$ cat src/rtl/uart_core.sv
// Full-duplex UART engine: runtime baud divisor, 16x oversampled receiver,
// configurable data width and parity, one or two stop bits on transmit.
module uart_core #(
  parameter int unsigned DATA_WIDTH = 8,
  parameter int unsigned DVSR_WIDTH = 16
) (
  input  logic                  clk,
  input  logic                  reset,
  input  logic [DVSR_WIDTH-1:0] dvsr,
  input  logic [1:0]            parity_mode,
  input  logic                  stop2,
  input  logic [DATA_WIDTH-1:0] tx_data,
  input  logic                  tx_valid,
  output logic                  tx_ready,
  output logic                  txd,
  input  logic                  rxd,
  output logic [DATA_WIDTH-1:0] rx_data,
  output logic                  rx_valid,
  output logic                  rx_parity_err,
  output logic                  rx_frame_err
);

  localparam int unsigned BIT_W = (DATA_WIDTH > 1) ? $clog2(DATA_WIDTH) : 1;

  localparam logic [2:0] S_IDLE   = 3'd0;
  localparam logic [2:0] S_START  = 3'd1;
  localparam logic [2:0] S_DATA   = 3'd2;
  localparam logic [2:0] S_PARITY = 3'd3;
  localparam logic [2:0] S_STOP   = 3'd4;

  // Oversample tick generator; >= compare lets a smaller dvsr take effect at once
  logic [DVSR_WIDTH-1:0] tick_cnt_q, tick_cnt_d;
  logic                  tick_c;

  always_comb begin
    tick_c     = (tick_cnt_q >= dvsr);
    tick_cnt_d = tick_c ? '0 : tick_cnt_q + DVSR_WIDTH'(1);
  end

  // ---------------- transmitter ----------------
  logic [2:0]            tx_state_q, tx_state_d;
  logic [4:0]            tx_tick_q, tx_tick_d;
  logic [BIT_W-1:0]      tx_bit_q, tx_bit_d;
  logic [DATA_WIDTH-1:0] tx_shift_q, tx_shift_d;
  logic                  tx_pbit_q, tx_pbit_d;
  logic                  tx_pen_q, tx_pen_d;
  logic                  tx_stop2_q, tx_stop2_d;
  logic                  txd_q, txd_d;
  logic                  tx_ready_q, tx_ready_d;

  always_comb begin
    tx_state_d = tx_state_q;
    tx_tick_d  = tx_tick_q;
    tx_bit_d   = tx_bit_q;
    tx_shift_d = tx_shift_q;
    tx_pbit_d  = tx_pbit_q;
    tx_pen_d   = tx_pen_q;
    tx_stop2_d = tx_stop2_q;
    txd_d      = txd_q;
    tx_ready_d = tx_ready_q;
    case (tx_state_q)
      S_IDLE: begin
        if (tx_valid && tx_ready_q) begin
          tx_state_d = S_START;
          tx_tick_d  = '0;
          tx_bit_d   = '0;
          tx_shift_d = tx_data;
          tx_pen_d   = (parity_mode == 2'b01) || (parity_mode == 2'b10);
          tx_pbit_d  = (parity_mode == 2'b10) ? ~^tx_data : ^tx_data;
          tx_stop2_d = stop2;
          txd_d      = 1'b0;
          tx_ready_d = 1'b0;
        end
      end
      S_START: begin
        if (tick_c) begin
          if (tx_tick_q == 5'd15) begin
            tx_state_d = S_DATA;
            tx_tick_d  = '0;
            txd_d      = tx_shift_q[0];
          end else begin
            tx_tick_d = tx_tick_q + 5'd1;
          end
        end
      end
      S_DATA: begin
        if (tick_c) begin
          if (tx_tick_q == 5'd15) begin
            tx_tick_d = '0;
            if (tx_bit_q == BIT_W'(DATA_WIDTH - 1)) begin
              tx_state_d = tx_pen_q ? S_PARITY : S_STOP;
              txd_d      = tx_pen_q ? tx_pbit_q : 1'b1;
            end else begin
              tx_bit_d   = tx_bit_q + BIT_W'(1);
              tx_shift_d = {1'b0, tx_shift_q[DATA_WIDTH-1:1]};
              txd_d      = tx_shift_q[1];
            end
          end else begin
            tx_tick_d = tx_tick_q + 5'd1;
          end
        end
      end
      S_PARITY: begin
        if (tick_c) begin
          if (tx_tick_q == 5'd15) begin
            tx_state_d = S_STOP;
            tx_tick_d  = '0;
            txd_d      = 1'b1;
          end else begin
            tx_tick_d = tx_tick_q + 5'd1;
          end
        end
      end
      S_STOP: begin
        if (tick_c) begin
          if (tx_tick_q == (tx_stop2_q ? 5'd31 : 5'd15)) begin
            tx_state_d = S_IDLE;
            tx_tick_d  = '0;
            txd_d      = 1'b1;
            tx_ready_d = 1'b1;
          end else begin
            tx_tick_d = tx_tick_q + 5'd1;
          end
        end
      end
      default: begin
        tx_state_d = S_IDLE;
        txd_d      = 1'b1;
        tx_ready_d = 1'b1;
      end
    endcase
  end

  // ---------------- receiver ----------------
  logic                  rx_sync1_q, rx_sync2_q;
  logic [2:0]            rx_state_q, rx_state_d;
  logic [3:0]            rx_tick_q, rx_tick_d;
  logic [BIT_W-1:0]      rx_bit_q, rx_bit_d;
  logic [DATA_WIDTH-1:0] rx_shift_q, rx_shift_d;
  logic                  rx_perr_q, rx_perr_d;
  logic [DATA_WIDTH-1:0] rx_data_q, rx_data_d;
  logic                  rx_valid_q, rx_valid_d;
  logic                  rx_parity_err_q, rx_parity_err_d;
  logic                  rx_frame_err_q, rx_frame_err_d;
  logic                  rx_pen_c, rx_pexp_c;

  always_comb begin
    rx_pen_c        = (parity_mode == 2'b01) || (parity_mode == 2'b10);
    rx_pexp_c       = (parity_mode == 2'b10) ? ~^rx_shift_q : ^rx_shift_q;
    rx_state_d      = rx_state_q;
    rx_tick_d       = rx_tick_q;
    rx_bit_d        = rx_bit_q;
    rx_shift_d      = rx_shift_q;
    rx_perr_d       = rx_perr_q;
    rx_data_d       = rx_data_q;
    rx_valid_d      = 1'b0;
    rx_parity_err_d = rx_parity_err_q;
    rx_frame_err_d  = rx_frame_err_q;
    case (rx_state_q)
      S_IDLE: begin
        if (!rx_sync2_q) begin
          rx_state_d = S_START;
          rx_tick_d  = '0;
        end
      end
      S_START: begin
        // Mid-start-bit check rejects glitches shorter than half a bit
        if (tick_c) begin
          if (rx_tick_q == 4'd7) begin
            rx_tick_d  = '0;
            rx_bit_d   = '0;
            rx_perr_d  = 1'b0;
            rx_state_d = rx_sync2_q ? S_IDLE : S_DATA;
          end else begin
            rx_tick_d = rx_tick_q + 4'd1;
          end
        end
      end
      S_DATA: begin
        if (tick_c) begin
          if (rx_tick_q == 4'd15) begin
            rx_tick_d  = '0;
            rx_shift_d = {rx_sync2_q, rx_shift_q[DATA_WIDTH-1:1]};
            if (rx_bit_q == BIT_W'(DATA_WIDTH - 1)) begin
              rx_state_d = rx_pen_c ? S_PARITY : S_STOP;
            end else begin
              rx_bit_d = rx_bit_q + BIT_W'(1);
            end
          end else begin
            rx_tick_d = rx_tick_q + 4'd1;
          end
        end
      end
      S_PARITY: begin
        if (tick_c) begin
          if (rx_tick_q == 4'd15) begin
            rx_tick_d  = '0;
            rx_perr_d  = (rx_sync2_q != rx_pexp_c);
            rx_state_d = S_STOP;
          end else begin
            rx_tick_d = rx_tick_q + 4'd1;
          end
        end
      end
      S_STOP: begin
        // Deliver at the stop midpoint so a new start bit can follow half a bit later
        if (tick_c) begin
          if (rx_tick_q == 4'd15) begin
            rx_tick_d       = '0;
            rx_data_d       = rx_shift_q;
            rx_parity_err_d = rx_perr_q;
            rx_frame_err_d  = !rx_sync2_q;
            rx_valid_d      = 1'b1;
            rx_state_d      = S_IDLE;
          end else begin
            rx_tick_d = rx_tick_q + 4'd1;
          end
        end
      end
      default: rx_state_d = S_IDLE;
    endcase
  end

  always_ff @(posedge clk) begin
    if (reset) begin
      tick_cnt_q      <= '0;
      tx_state_q      <= S_IDLE;
      tx_tick_q       <= '0;
      tx_bit_q        <= '0;
      tx_shift_q      <= '0;
      tx_pbit_q       <= 1'b0;
      tx_pen_q        <= 1'b0;
      tx_stop2_q      <= 1'b0;
      txd_q           <= 1'b1;
      tx_ready_q      <= 1'b1;
      rx_sync1_q      <= 1'b1;
      rx_sync2_q      <= 1'b1;
      rx_state_q      <= S_IDLE;
      rx_tick_q       <= '0;
      rx_bit_q        <= '0;
      rx_shift_q      <= '0;
      rx_perr_q       <= 1'b0;
      rx_data_q       <= '0;
      rx_valid_q      <= 1'b0;
      rx_parity_err_q <= 1'b0;
      rx_frame_err_q  <= 1'b0;
    end else begin
      tick_cnt_q      <= tick_cnt_d;
      tx_state_q      <= tx_state_d;
      tx_tick_q       <= tx_tick_d;
      tx_bit_q        <= tx_bit_d;
      tx_shift_q      <= tx_shift_d;
      tx_pbit_q       <= tx_pbit_d;
      tx_pen_q        <= tx_pen_d;
      tx_stop2_q      <= tx_stop2_d;
      txd_q           <= txd_d;
      tx_ready_q      <= tx_ready_d;
      rx_sync1_q      <= rxd;
      rx_sync2_q      <= rx_sync1_q;
      rx_state_q      <= rx_state_d;
      rx_tick_q       <= rx_tick_d;
      rx_bit_q        <= rx_bit_d;
      rx_shift_q      <= rx_shift_d;
      rx_perr_q       <= rx_perr_d;
      rx_data_q       <= rx_data_d;
      rx_valid_q      <= rx_valid_d;
      rx_parity_err_q <= rx_parity_err_d;
      rx_frame_err_q  <= rx_frame_err_d;
    end
  end

  assign txd           = txd_q;
  assign tx_ready      = tx_ready_q;
  assign rx_data       = rx_data_q;
  assign rx_valid      = rx_valid_q;
  assign rx_parity_err = rx_parity_err_q;
  assign rx_frame_err  = rx_frame_err_q;

endmodule

$ cat config.mk
export PLATFORM = sky130hd
export DESIGN_NAME = uart_core
export DESIGN_NICKNAME = d
export VERILOG_FILES = /design/src/rtl/uart_core.sv
export SDC_FILE = /design/constraint.sdc
export NUM_CORES = 1
export LEC_CHECK = 0
export CORE_UTILIZATION = 30
export DETAILED_ROUTE_END_ITERATION = 10
export PLACE_DENSITY = 0.58
export SYNTH_ARGS = -nofsm -noshare
export SYNTH_HDL_FRONTEND = slang
export SYNTH_SLANG_ARGS = --single-unit
$ cat constraint.sdc
create_clock -name clk -period 2.6 [get_ports clk]
set_clock_uncertainty 0.05 [all_clocks]
set_input_delay 0.26 -clock clk [delete_from_list [all_inputs] [get_ports clk]]
set_output_delay 0.26 -clock clk [all_outputs]
set_load 0.01 [all_outputs]
==> impl_results.md <==
- Outcome: complete, but fails checks
- Violated checks: setup timing
- # IOs: between 40 and 50
- Fmax: 379 MHz
- Synthesized cell area: 4010 µm²
- GRT Residual Overflow: 0
- Crit. End Element: flip-flop
- CTS H-tree lvls: 3
- Later-pin clock latency in the skew report: 330 ps
- First-pass GRT wire length: between 15 and 20 mm
- Pwr per Cell Area: 535 nW/µm²
- Largest net degree at the start of global routing: 32
- Crit path launch type: flip-flop
- CP Class: reg2reg
- Leakage power: 2.13 nW
- Root Driver: clkbuf_16
- Clock Sinks: between 70 and 80
- Detailed Route WL: 9.31 mm
- Met1 usage: 17.8%
- DR WL/cell: 12.9 µm
- Top cell type by total area after synthesis: dfxtp_1
- Chip width: 118 µm
- Yosys warnings: 0
- Post-Syn Nets: 519
- Synth Flop Type: dfxtp_1
- CTS tree: done
- Critical path required time: 2820 ps
- Num rows: 41
- Cells after synthesis: 462
- Final setup vio count: 8
- Power after layout: 2.92 mW
- Initial Utilization: 31.3%
- Starting DRT DRC Count: 254
- CP arrival: 2850 ps
- Worst Slack Setup Final: -35.7 ps
- Hold-fix buffers at CTS: 0
- Layout cells sized above 1: 20.8%
- GR Util All Layers: 13.9%
- Final worst path period need: 2640 ps
- Detailed placer's ending HPWL: 6.63 mm
- DRC Markers: 0
- Met3 Use GR: under 10%
- Commonest cells post-synth: dfxtp_1 (72), nor2_1 (72), nand2_1 (31)
- CTS buffer count: 9
- Yosys reg bits: between 70 and 80
- Non-Filler Cell Area, Final: 5450 µm²
- Post-synthesis sequential area ratio: 36.0%
- Fillers: 1,293
- Mean Syn Cell Area: 8.68 µm²
- Synth cell types: 61
- Grt peak-use layer: met2
- Fin nets: 604
- Area share of the largest cell type after synthesis: 36.0%
- Maximum vdd drop: 0.315 mV
- Met2 Use GR: a little under a quarter
- RSZ-0062 raised after global routing: true
- Core area: 12,800 µm²
- Initial antenna violation count: 0
- Largest fanout on the critical path: 5
- Pre-antenna DRT Iters: 6
- Vias in the first global route: 3,411
- Port Buffers: 43
- Antenna cells: 0
- Routability cong.: 0.819
- Area Overhead vs Synth: 35.8%
- Worst-path clk slew: 60 ps
- Max-Cap Viols: 0
- Tcrit/Tclk final: 101%
- Die Ht: 118 µm
- Max clock buf depth: 2
- EDFF count, synth: 0
- Relative slew slack: 62.9%
- Vias: 3,537
- Setup WS pre-CTS: -586 ps
- Final Hold Viols: 0
- Max-slew violations: 0
- Worst-Margin Slew: 555 ps
- Final core utilization: 42.5%
- Main area contributors after synthesis: dfxtp_1 (36%), ha_1 (8.1%), mux2i_1 (6.7%)
- Worst hold path class: reg2reg
- Die area: 13,800 µm²
- Via-per-instance ratio: 4.89
- Antenna viol nets, final: 0
- Placed inst area: 4940 µm²
- Async SR Flop Fraction: 0%
final timing paths:
check / from / endpoint / slack (ps) / cells after the start
worst max-delay path: tick_cnt_q[10]$_SDFF_PP0_ / tx_shift_q[1]$_SDFFE_PP0P_ / -40 / 10
worst min-delay path: rx_sync1_q$_SDFF_PP1_ / rx_sync2_q$_SDFF_PP1_ / 360 / 1
worst max register to register: tick_cnt_q[10]$_SDFF_PP0_ / tx_shift_q[1]$_SDFFE_PP0P_ / -40 / 10
worst min register to register: rx_sync1_q$_SDFF_PP1_ / rx_sync2_q$_SDFF_PP1_ / 360 / 1
critical path: stages (launching register included):
cell and delay (ps):
dfxtp_4 360, ha_4 260, nand4_1 100, or4_1 530
o32a_1 380, buf_6 150, buf_6 110, a211oi_4 280
buf_6 170, a222oi_1 80, nor2_1 110
power breakdown:
part	leakage, nW	switching [mW]	internal, mW	total (mW)
combinational	1.40	0.273	0.262	0.536
clock	0.136	0.497	0.683	1.18
sequential	0.586	0.0528	1.15	1.20
placed cells by master (no fill, tap or decap), types with 4 or more instances in the layout:
master	Yosys	routed
ha_1	26	19
buf_6	2	6
inv_1	26	19
xnor2_1	25	25
mux2i_1	27	27
nor2_1	72	71
nand3_1	9	9
nor2b_1	7	7
clkbuf_16	0	9
and3_1	7	7
a211oi_1	6	6
ha_4	0	7
o22ai_1	4	4
xor2_1	13	13
dfxtp_1	72	68
a222oi_1	7	7
nand2b_1	4	4
o21ai_0	16	12
nand4_1	10	10
a21oi_1	13	12
dlygate4sd2_1	0	10
nand2_1	31	31
nor3_1	8	8
buf_4	1	47
clkdlybuf4s50_1	0	33
inv_2	0	7
per-stage QoR:
stage          hold WS, ps  TNS, ps  cells
6_report               360     -218    724
5_1_grt                370    -2800    724
4_1_cts                359     -565    723
3_5_place_dp           345   -26630    701
3_3_place_gp           347   -25390    701
2_1_floorplan          314        0    462
cells by family after synthesis:
group	count (synthesis)	share of synthesized area, %
AO/OA/AOI/OAI	86	16.3
XOR/XNOR	38	8.30
adder cells (fa/ha/maj)	26	8.11
buffers and inverters	50	5.21
flip-flops	72	36.0
multiplexers	29	7.30
AND/OR/NAND/NOR	161	18.8
registers in the layout, indices dropped and copies added, names as in the netlist, 3 cells and up:
name / flops
tick_cnt_q: 16
rx_data: 8
rx_shift_q: 8
tx_shift_q: 8
tx_tick_q: 5
rx_tick_q: 4
rx_bit_q: 3
rx_state_q: 3
tx_bit_q: 3
tx_state_q: 3
cell type report:
cell class / instances / area [µm²] / area share (%)
Tap cell: 172 / 215 / 3.95
Timing Repair Buffer: 98 / 878 / 16.1
Clock buffer: 10 / 239 / 4.39
Sequential cell: 72 / 1450 / 26.6
Multi-Input combinational cell: 340 / 2520 / 46.2
Clock inverter: 6 / 50.0 / 0.919
Inverter: 26 / 97.6 / 1.79
layer usage:
metal / part of all wire, % / vias up
met4: 0.72 / 0
met1: 49 / 1650
met2: 46 / 87
met5: 0 / -
li1: - / 1792
met3: 4.5 / 8
what timing repair did:
| item | 4_1_cts | 5_1_grt |
|---|---|---|
| endpoints found under the hold margin | 0 | 0 |
| setup endpoints to repair | 62 | 43 |
| gates resized for setup | 40 | 16 |
| gates cloned | 1 | 0 |
| pin swaps | 22 | 25 |
| setup buffers | 5 | 4 |
(Power assumes the default switching activity.)
